--- config.mk ---
export PLATFORM = sky130hd
export DESIGN_NAME = ring_meas_ctrl
export DESIGN_NICKNAME = d
export VERILOG_FILES = /design/src/rtl/ring_meas_ctrl.sv
export SDC_FILE = /design/constraint.sdc
export NUM_CORES = 1
export LEC_CHECK = 0
export ABC_AREA = 1
export CAP_MARGIN = 20
export CORE_ASPECT_RATIO = 1.2
export CORE_UTILIZATION = 35
export DETAILED_ROUTE_END_ITERATION = 8
export PLACE_DENSITY = 0.57
export RECOVER_POWER = 25
export SLEW_MARGIN = 20
export SYNTH_ARGS = -nofsm -noshare
export SYNTH_HDL_FRONTEND = slang
export SYNTH_SLANG_ARGS = --single-unit
--- constraint.sdc ---
create_clock -name i_clk -period 2.55 [get_ports i_clk]
set_clock_uncertainty 0.05 [all_clocks]
set_input_delay 0.51 -clock i_clk [delete_from_list [all_inputs] [get_ports i_clk]]
set_output_delay 0.51 -clock i_clk [all_outputs]
set_load 0.1 [all_outputs]
--- src/rtl/ring_meas_ctrl.sv ---
// Ring-oscillator bank measurement controller: settle, gate-count, report.
// Define RING_SCAN_EN to add i_scan for back-to-back measurement of all rings.
module ring_meas_ctrl #(
  parameter int pRINGS     = 5,
  parameter int pGATE_BITS = 10,
  parameter int pCNT_BITS  = 16,
  parameter int pSETTLE    = 8
) (
  input  logic                 i_clk,
  input  logic                 i_rst,
  input  logic [pRINGS-1:0]    i_ring,
  input  logic                 i_start,
  input  logic [2:0]           i_sel,
`ifdef RING_SCAN_EN
  input  logic                 i_scan,
`endif
  output logic [pRINGS-1:0]    o_en,
  output logic                 o_busy,
  output logic                 o_done,
  output logic [pCNT_BITS-1:0] o_count,
  output logic                 o_ovf,
  output logic                 o_err,
  output logic [2:0]           o_id
);

  localparam int SW = $clog2(pSETTLE + 1);
  localparam int CW = ((pGATE_BITS > SW) ? pGATE_BITS : SW) + 1;
  localparam logic [CW-1:0] SET_LAST  = CW'(pSETTLE - 1);
  localparam logic [CW-1:0] GATE_LAST = CW'((64'd1 << pGATE_BITS) - 64'd1);
  localparam logic [2:0]    LAST_IDX  = 3'(pRINGS - 1);

  typedef enum logic [1:0] {
    IDLE,
    SETTLE,
    GATE,
    DONE
  } state_e;

  state_e state_q, state_d;
  logic [2:0] idx_q, idx_d;
  logic [CW-1:0] cyc_q, cyc_d;
  logic [pCNT_BITS-1:0] cnt_q, cnt_d;
  logic sat_q, sat_d;
  logic [pCNT_BITS-1:0] count_q, count_d;
  logic ovf_q, ovf_d;
  logic err_q, err_d;
  logic [2:0] id_q, id_d;
`ifdef RING_SCAN_EN
  logic scan_q, scan_d;
`endif

  logic [pRINGS-1:0] s1_q, s2_q, s3_q;
  logic [pRINGS-1:0] rise;
  logic [pRINGS-1:0] en_vec;
  logic hit;
  logic sel_ok;

  // s1/s2 resolve metastability, s3 holds the previous value for edge detect
  always_ff @(posedge i_clk or posedge i_rst) begin
    if (i_rst) begin
      s1_q <= '0;
      s2_q <= '0;
      s3_q <= '0;
    end else begin
      s1_q <= i_ring;
      s2_q <= s1_q;
      s3_q <= s2_q;
    end
  end

  assign rise   = s2_q & ~s3_q;
  assign en_vec = pRINGS'(1) << idx_q;
  assign hit    = |(rise & en_vec);
  assign sel_ok = 32'(i_sel) < 32'(pRINGS);

  always_comb begin
    state_d = state_q;
    idx_d   = idx_q;
    cyc_d   = cyc_q;
    cnt_d   = cnt_q;
    sat_d   = sat_q;
    count_d = count_q;
    ovf_d   = ovf_q;
    err_d   = err_q;
    id_d    = id_q;
`ifdef RING_SCAN_EN
    scan_d  = scan_q;
`endif
    unique case (state_q)
      IDLE: begin
`ifdef RING_SCAN_EN
        if (i_scan) begin
          idx_d   = 3'd0;
          scan_d  = 1'b1;
          cnt_d   = '0;
          sat_d   = 1'b0;
          cyc_d   = '0;
          state_d = SETTLE;
        end else
`endif
        if (i_start) begin
          idx_d = i_sel;
          cnt_d = '0;
          sat_d = 1'b0;
          cyc_d = '0;
          if (sel_ok) begin
            state_d = SETTLE;
          end else begin
            state_d = DONE;
            count_d = '0;
            ovf_d   = 1'b0;
            err_d   = 1'b1;
            id_d    = i_sel;
          end
        end
      end
      SETTLE: begin
        cyc_d = cyc_q + 1'b1;
        if (cyc_q == SET_LAST) begin
          cyc_d   = '0;
          state_d = GATE;
        end
      end
      GATE: begin
        cyc_d = cyc_q + 1'b1;
        if (hit) begin
          if (cnt_q == '1) sat_d = 1'b1;
          else             cnt_d = cnt_q + 1'b1;
        end
        // result registers load as DONE is entered so they are valid with o_done
        if (cyc_q == GATE_LAST) begin
          state_d = DONE;
          count_d = cnt_d;
          ovf_d   = sat_d;
          err_d   = 1'b0;
          id_d    = idx_q;
        end
      end
      DONE: begin
        state_d = IDLE;
`ifdef RING_SCAN_EN
        if (scan_q && i_scan && (idx_q != LAST_IDX)) begin
          idx_d   = idx_q + 3'd1;
          cnt_d   = '0;
          sat_d   = 1'b0;
          cyc_d   = '0;
          state_d = SETTLE;
        end else begin
          scan_d = 1'b0;
        end
`endif
      end
      default: state_d = IDLE;
    endcase
  end

  always_ff @(posedge i_clk or posedge i_rst) begin
    if (i_rst) begin
      state_q <= IDLE;
      idx_q   <= '0;
      cyc_q   <= '0;
      cnt_q   <= '0;
      sat_q   <= 1'b0;
      count_q <= '0;
      ovf_q   <= 1'b0;
      err_q   <= 1'b0;
      id_q    <= '0;
`ifdef RING_SCAN_EN
      scan_q  <= 1'b0;
`endif
    end else begin
      state_q <= state_d;
      idx_q   <= idx_d;
      cyc_q   <= cyc_d;
      cnt_q   <= cnt_d;
      sat_q   <= sat_d;
      count_q <= count_d;
      ovf_q   <= ovf_d;
      err_q   <= err_d;
      id_q    <= id_d;
`ifdef RING_SCAN_EN
      scan_q  <= scan_d;
`endif
    end
  end

  assign o_en    = ((state_q == SETTLE) || (state_q == GATE)) ? en_vec : '0;
  assign o_busy  = (state_q != IDLE);
  assign o_done  = (state_q == DONE);
  assign o_count = count_q;
  assign o_ovf   = ovf_q;
  assign o_err   = err_q;
  assign o_id    = id_q;

endmodule

==> impl_metrics.env, run 1 <==
export IMPL_regArea_um2=1727
export IMPL_crit_path_end_kind="output port"
export IMPL_vias=3199
export IMPL_synth_xor_area_share_pct=3.175
export IMPL_layout_commonest_cell="nand2_1"
export IMPL_power_density_nw_per_um2=1342
export IMPL_max_freq_mhz=420.2
export IMPL_drt_iter0_markers=174
export IMPL_tritoncts="yes"
export IMPL_hp_start="s1_q[0]$_DFF_PP0_"
export IMPL_reg2reg_slack_ps=390
export IMPL_antenna_found_initial=0
export IMPL_synth_seq_cells=69
export IMPL_synth_simple_area_share_pct=38.35
export IMPL_core_area_um2=10620
export IMPL_drc_errors=2
export IMPL_drv_cap=0
export IMPL_ios=39
export IMPL_synth_top_family_by_area="simple AND/OR/NAND/NOR gates"
export IMPL_drive_gt1_share_pct=19.08
export IMPL_synthMuxAreaShare_pct=0
export IMPL_rsz0062_at_grt="false"
export IMPL_cts_resized=0
export IMPL_hold_buffers=0
export IMPL_fillCellCount=1063
export IMPL_drv_slew=0
export IMPL_postSynthAreaPerCell_um2=8.080
export IMPL_violations="DRC"
export IMPL_hold_depth=0
export IMPL_initial_core_util_pct=36.37
export IMPL_grt_pass1_wl_um=15060
export IMPL_final_cell_mix="nand2_1, dfrtp_1, nor2_1"
export IMPL_power_total_mw=6.240
export IMPL_p_leak_nw=2.260
export IMPL_h_tree_depth=3
export IMPL_max_slew_margin_pct=41.24
export IMPL_post_cts_buffers=0
export IMPL_yosys_warnings=0
export IMPL_r2r_end="o_count[2]$_DFFE_PP0P_"
export IMPL_cts_root_buf="clkbuf_16"
export IMPL_area_growth_syn_to_layout_pct=20.34
export IMPL_clockBufferDepth=2
export IMPL_syn_area_um2=3862
export IMPL_numCtsBuffers=9
export IMPL_clk_pin_slew_ps=60
export IMPL_drtPass1Iterations=6
export IMPL_yosysSeqAreaShare_pct=44.70
export IMPL_die_x_um=97.90
export IMPL_multiInputGateArea_um2=1848
export IMPL_num_nets_final=536
export IMPL_io_buffers=38
export IMPL_status="finished with violations"
export IMPL_synth_fp_nets=495
export IMPL_period_minus_slack_ps=2380
export IMPL_tightest_slew_ps=881.4
export IMPL_routed_wl_um=8637
export IMPL_synthAdderAreaFrac_pct=1.944
export IMPL_yosysUniqueCellTypes=33
export IMPL_fin_crit_sh_pct=93.33
export IMPL_vdd_ir_drop_max_mv=0.6987
export IMPL_syn_inst=478
export IMPL_crit_arrival_ps=1820
export IMPL_reg2reg_depth=7
export IMPL_first_global_vias=3175
export IMPL_clock_latency_ps=330
export IMPL_gr_total_overflow=0
export IMPL_avgViaCountPerCell=4.899
export IMPL_routabilityCongestion=0.8194
export IMPL_die_h_um=117.1
export IMPL_required_ps=1990
export IMPL_setup_violations_final=0
export IMPL_synth_compound_area_share_pct=3.984
export IMPL_stdcell_count=653
export IMPL_grtUsageTotal_pct=16.69
export IMPL_ant_nets=0
export IMPL_n_antenna_cell=0
export IMPL_fin_tns_setup_ps=0
export IMPL_die_area_um2=11460
export IMPL_cts_sinks=69
export IMPL_hold_path_class="reg -> reg"
export IMPL_utilization_pct=43.77
export IMPL_row_count=41
export IMPL_critical_path_class="reg -> out"
export IMPL_hold_end="s2_q[0]$_DFF_PP0_"
export IMPL_place_hpwl_um=6075
export IMPL_rr_startpoint="state_q[0]$_DFFE_PP0P_"
export IMPL_wire_per_inst_um=13.23
export IMPL_path_max_fanout=6
export IMPL_critPathLaunchType="flop"
export IMPL_hold_viol=0
export IMPL_dp_cells=637
export IMPL_grt_max_degree=38
-- logic make-up after synthesis --
| kind of cell | Yosys count |
|---|---|
| compound gates | 28 |
| buf+inv | 63 |
| flops | 69 |
| xor+xnor | 14 |
| fa+ha+maj | 6 |
| simple gates | 298 |
-- worst max-delay path: stages, from the launching register on --
cell and delay, ps:
dfrtp_1 390, inv_1 80, ha_1 390, inv_2 120, nor4_4 290, buf_12 220
-- cell usage after synthesis --
library cell,count,share of area [%]
a21oi_1,5,0.65
a21oi_2,1,0.23
buf_12,1,0.52
buf_2,7,0.91
buf_4,3,0.58
buf_6,4,1.2
clkbuf_1,1,0.097
clkinv_1,1,0.097
dfrtp_1,69,45
ha_1,6,1.9
inv_1,40,3.9
inv_2,6,0.58
nand2_1,153,15
nand2_2,4,0.65
nand2_4,11,3.2
nand3_1,20,2.6
nand3_2,13,3.4
nand3_4,1,0.45
nand3b_1,1,0.19
nand4_1,37,6.0
nand4_2,1,0.32
nor2_1,46,4.5
nor2_2,5,0.81
nor2_4,3,0.87
nor3_1,1,0.13
nor3_2,1,0.26
nor4_1,1,0.16
o21ai_0,17,2.2
o21ai_1,2,0.26
o21ai_2,2,0.45
o21bai_1,1,0.19
xnor2_1,1,0.23
xor2_1,13,2.9
-- flip-flops by register name, summed over array words and instances (netlist names), 3 cells and up --
name / cells
cnt_q: 16
cyc_q: 11
idx_q: 3
o_count: 16
o_id: 3
s1_q: 5
s2_q: 5
s3_q: 5
-- area by class of cell --
cell class	instances	area share [%]
clock buffer	10	4.926
sequential	69	37.15
tap	129	3.472
timing repair buffer	46	9.529
inverter	47	3.795
multi-input combinational	346	39.76
clock inverter	6	1.373
-- metrics by stage --
stage	hold slack [ps]	setup WS, ps	area [µm²]
2_1_floorplan	281.2	-166.4	3877
3_3_place_gp	283.7	308.5	4370
3_5_place_dp	284.7	236.9	4370
4_1_cts	297.9	147.9	4663
5_1_grt	301.8	55.24	4648
6_report	296.9	170.1	4648
-- worst max path at each step --
stage                                       from  slack (ps)                     end  depth (start not counted)
after floorplan           state_q[0]$_DFFE_PP0P_        -170                 o_en[1]                          4
after global placement                  i_sel[1]         310  o_count[2]$_DFFE_PP0P_                          7
after detailed placement                i_sel[1]         240  o_count[2]$_DFFE_PP0P_                          7
after CTS                 state_q[0]$_DFFE_PP0P_         150                 o_en[0]                          5
after global routing      state_q[1]$_DFFE_PP0P_          60                 o_en[0]                          5
final                     state_q[0]$_DFFE_PP0P_         170                 o_en[0]                          5
-- power breakdown --
| part | switching, mW | total (mW) | internal, mW |
|---|---|---|---|
| registers | 0.280 | 1.64 | 1.36 |
| clock network | 0.485 | 1.24 | 0.755 |
| logic | 2.51 | 3.36 | 0.849 |
-- per-layer routing --
layer | routed length (µm) | GRT usage, % | part of all wire [%]
met1 | 3823 | 20.36 | 44
met2 | 4368 | 28.64 | 51
met3 | 315 | 3.741 | 3.6
met4 | 130 | 7.172 | 1.5
met5 | 0 | 0 | 0
(Power assumes the default switching activity.)
==> run 2: changes to the inputs <==
SKIP_LAST_GASP = 1   (was not set)
clock period = 2.7 ns   (was 2.55 ns; I/O delays follow)
==> run 2 against run 1 <==
The run still ends with DRC left. Cell area is 0.89% higher. First-iteration DRC count is 10% lower. Highest routed layer unchanged. Via count is 1.3% higher. Worst hold slack hardly changed. Routed wire length is 2.4% higher. Count of clock-buffer cells in the layout is 1 lower. Critical endpoint unchanged.
==> impl_metrics.env, run 2 (synthesis gave the netlist of run 1 again) <==
export IMPL_place_area_um2=4358
export IMPL_max_slew_margin_pct=33.19
export IMPL_n_antenna_cell=0
export IMPL_post_cts_buffers=0
export IMPL_critPathLaunchType="flop"
export IMPL_dp_cells=637
export IMPL_crit_path_end_kind="output port"
export IMPL_gr_total_overflow=0
export IMPL_h_tree_depth=3
export IMPL_numCtsBuffers=9
export IMPL_cpMaxStageDelayCell="dfrtp_1"
export IMPL_hold_path_class="reg -> reg"
export IMPL_path_max_fanout=6
export IMPL_drv_cap=0
export IMPL_drt_met1_wl_um=3823
export IMPL_routed_wl_um=8847
export IMPL_cts_root_buf="clkbuf_16"
export IMPL_period_minus_slack_ps=2412
export IMPL_row_count=41
export IMPL_fillCellCount=1055
export IMPL_crit_arrival_ps=1820
export IMPL_max_freq_mhz=414.5
export IMPL_maxUsedRoutingLayer="met4"
export IMPL_tightest_slew_ps=1001
export IMPL_die_area_um2=11460
export IMPL_hold_ws_ps=297.1
export IMPL_grt_max_degree=38
export IMPL_cts_sinks=69
export IMPL_fin_crit_sh_pct=89.35
export IMPL_p_seq_share_pct=25.4
export IMPL_die_x_um=97.90
export IMPL_vias=3242
export IMPL_status="finished with violations"
export IMPL_pwr_share_clk_pct=22.6
export IMPL_core_area_um2=10620
export IMPL_drv_slew=0
export IMPL_tritoncts="yes"
export IMPL_initial_core_util_pct=36.37
export IMPL_area_growth_syn_to_layout_pct=21.41
export IMPL_hold_viol=0
export IMPL_grt_pass1_wl_um=14840
export IMPL_finalInstanceArea_um2=4690
export IMPL_power_total_mw=6.077
export IMPL_critical_path_class="reg -> out"
export IMPL_hold_buffers=0
export IMPL_routabilityCongestion=0.8266
export IMPL_power_switching_share_pct=51.22
export IMPL_ios=39
export IMPL_first_global_vias=3113
export IMPL_layout_commonest_cell="nand2_1"
export IMPL_die_h_um=117.1
export IMPL_multiInputGateArea_um2=1848
export IMPL_setup_violations_final=0
export IMPL_drc_errors=2
export IMPL_drtPass1Iterations=6
export IMPL_final_cell_mix="nand2_1, dfrtp_1, nor2_1"
export IMPL_wl_met3_um=384
export IMPL_violations="DRC"
export IMPL_wire_per_inst_um=13.55
export IMPL_switchingPower_mw=3.113
export IMPL_intPower_mw=2.964
export IMPL_ant_nets=0
export IMPL_clock_latency_ps=330
export IMPL_required_ps=2110
export IMPL_clk_pin_slew_ps=60
export IMPL_rsz0062_at_grt="false"
export IMPL_combPwrFrac_pct=51.9
export IMPL_io_buffers=38
export IMPL_place_hpwl_um=6121
export IMPL_path_cells="inv_1 > ha_1 > inv_2 > nor4_4 > buf_12"
export IMPL_num_nets_final=536
export IMPL_grtUsageTotal_pct=16.66
export IMPL_drive_gt1_share_pct=19.27
export IMPL_vdd_ir_drop_max_mv=0.8243
export IMPL_cts_resized=0
export IMPL_slowest_delay_ps=410
export IMPL_wl_met2_um=4486
export IMPL_critPathTopFamily="buffers and inverters"
export IMPL_p_leak_nw=2.287
export IMPL_stdcell_count=653
export IMPL_antenna_found_initial=0
export IMPL_power_density_nw_per_um2=1296
export IMPL_avgViaCountPerCell=4.965
export IMPL_path_buf_inv=3
export IMPL_drt_iter0_markers=156
export IMPL_regArea_um2=1727
export IMPL_clockBufferDepth=2
run 2: routing by layer:
| metal | global-route usage [%] | vias to the layer above |
|---|---|---|
| met4 | 6.364 | 0 |
| met3 | 3.682 | 14 |
| met2 | 30.09 | 68 |
| li1 | - | 1625 |
| met1 | 19.42 | 1535 |
| met5 | 0 | - |
run 2: power by group through the flow:
stage / Clock [mW] / Sequential [mW] / Combinational, mW
after floorplan: 0 / 2.29 / 1.75
after global placement: 0 / 1.56 / 3.13
after detailed placement: 0 / 1.57 / 3.18
after CTS: 1.41 / 1.55 / 3.19
after global routing: 1.45 / 1.59 / 3.40
final: 1.37 / 1.55 / 3.16
run 2: cell type report:
cell class,count,share of cell area [%]
clock inverters,7,2.588
inverters,47,3.762
multi-input cells,346,39.41
repair buffers,46,9.178
flip-flops and latches,69,36.82
clock buffers,9,4.803
well taps,129,3.442
run 2: worst reg2reg max path: stages, from the launching register on:
cell and delay, ps:
dfrtp_1 420, inv_1 100, ha_1 270, inv_1 160
a21oi_1 200, nor2_2 70, inv_1 580, o21ai_0 190
run 2: worst paths after layout:
check                                            start                       to  slack (ps)  cells past startpoint
min in group asynchronous                        i_rst  o_count[10]$_DFFE_PP0P_         850                      2
max in group asynchronous                        i_rst   state_q[0]$_DFFE_PP0P_         590                      3
worst max-delay path            state_q[1]$_DFFE_PP0P_                  o_en[0]         290                      5
worst max register to register  state_q[1]$_DFFE_PP0P_   o_count[2]$_DFFE_PP0P_         520                      7
worst min-delay path                 s1_q[3]$_DFF_PP0_        s2_q[3]$_DFF_PP0_         300                      0
worst min register to register       s1_q[3]$_DFF_PP0_        s2_q[3]$_DFF_PP0_         300                      0
run 2: metrics by stage:
step / setup slack [ps] / util (%) / setup TNS [ps]
3_5_place_dp: 327.9 / 41.04 / 0
4_1_cts: 253.6 / 44.30 / 0
5_1_grt: 168.3 / 44.16 / 0
3_3_place_gp: 416.6 / 41.04 / 0
2_1_floorplan: -46.35 / - / -185.4
6_report: 287.5 / 44.16 / 0
==> run 3: changes to the inputs <==
PLACE_DENSITY = not set   (was 0.57)
PLACE_DENSITY_LB_ADDON = 0.05   (was not set)
SETUP_SLACK_MARGIN = 0.5   (was not set)
==> run 3 against run 2 <==
First-iteration DRC count is 5.1% higher. Combinational power is 5% higher. Highest routed layer unchanged. Core utilization is 0.19 points higher. The flow still finishes with violations (DRC). Critical path depth stayed put. Count of clock-buffer cells in the layout is 2 higher. Worst hold slack hardly changed. Cell count is 0.77% higher.
==> impl_metrics.env, run 3 (synthesis gave the netlist of run 1 again) <==
export IMPL_fin_tns_setup_ps=0
export IMPL_path_cells="inv_2 > ha_4 > inv_6 > nor4_4 > buf_12"
export IMPL_clock_latency_ps=340
export IMPL_final_cell_mix="nand2_1, dfrtp_1, nor2_1"
export IMPL_cpMaxStageDelayCell="dfrtp_1"
export IMPL_reg2reg_depth=11
export IMPL_drv_cap=0
export IMPL_routed_wl_um=9263
export IMPL_cts_root_buf="clkbuf_16"
export IMPL_grt_max_degree=34
export IMPL_ios=39
export IMPL_drt_iter0_markers=164
export IMPL_fillCellCount=1064
export IMPL_n_antenna_cell=0
export IMPL_critPathLaunchType="flop"
export IMPL_clockBufferDepth=2
export IMPL_hp_start="s1_q[4]$_DFF_PP0_"
export IMPL_slowest_delay_ps=380
export IMPL_fin_crit_sh_pct=79.86
export IMPL_met2_usage_pct=30.05
export IMPL_wire_per_inst_um=14.08
export IMPL_gr_total_overflow=0
export IMPL_routabilityCongestion=0.7995
export IMPL_cts_sinks=69
export IMPL_hold_end="s2_q[4]$_DFF_PP0_"
export IMPL_status="finished with violations"
export IMPL_hold_depth=0
export IMPL_drv_slew=0
export IMPL_drc_errors=4
export IMPL_vias=3195
export IMPL_power_total_mw=6.073
export IMPL_antenna_found_initial=0
export IMPL_grt_busiest_layer="met2"
export IMPL_initial_core_util_pct=36.37
export IMPL_ant_nets=0
export IMPL_violations="DRC"
export IMPL_power_density_nw_per_um2=1289
export IMPL_row_count=41
export IMPL_layout_commonest_cell="nand2_1"
export IMPL_rsz0062_at_grt="true"
export IMPL_hold_buffers=0
export IMPL_p_leak_nw=2.274
export IMPL_gr_usage_met3_pct=3.029
export IMPL_rr_startpoint="cyc_q[0]$_DFFE_PP0P_"
export IMPL_area_growth_syn_to_layout_pct=21.93
export IMPL_max_freq_mhz=463.8
export IMPL_core_area_um2=10620
export IMPL_hold_viol=0
export IMPL_required_ps=2110
export IMPL_die_x_um=97.90
export IMPL_h_tree_depth=3
export IMPL_drive_gt1_share_pct=21.93
export IMPL_crit_arrival_ps=1570
export IMPL_r2r_end="o_count[2]$_DFFE_PP0P_"
export IMPL_first_global_vias=3155
export IMPL_reg2reg_slack_ps=660
export IMPL_grtUsageTotal_pct=17.07
export IMPL_path_max_fanout=6
export IMPL_max_slew_margin_pct=22.52
export IMPL_dp_cells=638
export IMPL_regArea_um2=1727
export IMPL_crit_path_end_kind="output port"
export IMPL_tritoncts="yes"
export IMPL_grt_pass1_wl_um=15190
export IMPL_critical_path_class="reg -> out"
export IMPL_tightest_slew_ps=1156
export IMPL_hold_path_class="reg -> reg"
export IMPL_clk_pin_slew_ps=50
export IMPL_period_minus_slack_ps=2156
export IMPL_setup_violations_final=0
export IMPL_place_hpwl_um=6212
export IMPL_multiInputGateArea_um2=1871
export IMPL_die_h_um=117.1
export IMPL_stdcell_count=658
export IMPL_die_area_um2=11460
export IMPL_use_met1_pct=20.82
export IMPL_avgViaCountPerCell=4.856
export IMPL_numCtsBuffers=9
export IMPL_io_buffers=38
export IMPL_num_nets_final=542
export IMPL_drtPass1Iterations=6
export IMPL_vdd_ir_drop_max_mv=0.9203
==> run 3: cell types whose count changed in the layout (fill, tap and decap cells not counted), sizes merged <==
cell | before | now
inv | 48 | 43
clkdlybuf4s50 | 4 | 3
bufinv | 3 | 1
clkbuf | 10 | 11
buf | 35 | 41
clkinvlp | 0 | 5
dlygate4sd3 | 6 | 7
==> run 3: worst max-delay path by stage <==
stage,start,to,slack [ps],cells past startpoint
2_1_floorplan,state_q[0]$_DFFE_PP0P_,o_en[0],340,4
3_3_place_gp,i_sel[1],o_count[2]$_DFFE_PP0P_,360,7
3_5_place_dp,i_sel[2],o_count[2]$_DFFE_PP0P_,280,7
4_1_cts,state_q[1]$_DFFE_PP0P_,o_en[0],480,5
5_1_grt,cyc_q[0]$_DFFE_PP0P_,o_count[2]$_DFFE_PP0P_,460,10
6_report,state_q[0]$_DFFE_PP0P_,o_en[0],540,5
==> run 3: final cells by class <==
type                       instances  area share (%)
multi-input combinational        346           39.72
clock inverter                     4           1.010
sequential                        69           36.66
timing repair buffer              51           9.617
clock buffer                      11           5.367
inverter                          47           4.038
tap                              129           3.427
timing repair inverter             1          0.1594
==> run 3: power breakdown <==
part / total [mW] / leakage, nW / switching [mW] / internal [mW]
registers: 1.55 / 0.910 / 0.265 / 1.28
clock network: 1.21 / 0.147 / 0.449 / 0.757
logic: 3.32 / 1.22 / 2.47 / 0.847
==> run 3: worst max-delay path: cells and delay by family (launching register included) <==
| kind | cells | cell delay (ps) |
|---|---|---|
| adders and majority gates | 1 | 310 |
| DFF | 1 | 380 |
| buffers and inverters | 3 | 340 |
| and+or+nand+nor | 1 | 200 |
==> run 3: layer usage <==
metal	routed length, µm	vias up	part of all wire [%]
li1	-	1631	-
met1	4310	1505	47
met2	4523	49	49
met3	283	10	3.1
met4	145	0	1.6
met5	0	-	0
==> run 3: metrics by stage <==
step	util, %	hold WS, ps	instance area [µm²]	worst slack, ps
CTS	44.02	297.7	4674	479.0
finish	44.35	296.7	4710	543.8
global placement	41.09	282.2	4363	356.0
detailed placement	41.09	284.7	4363	277.9
floorplan	-	281.2	3913	341.8
global route	44.35	302.5	4710	456.0
==> run 3: what timing repair did <==
action / CTS / global route
endpoints found under the setup margin: 5 / 25
cloned: 0 / 1
pin swaps: 0 / 1
resized for setup: 1 / 3
setup buffers: 1 / 3
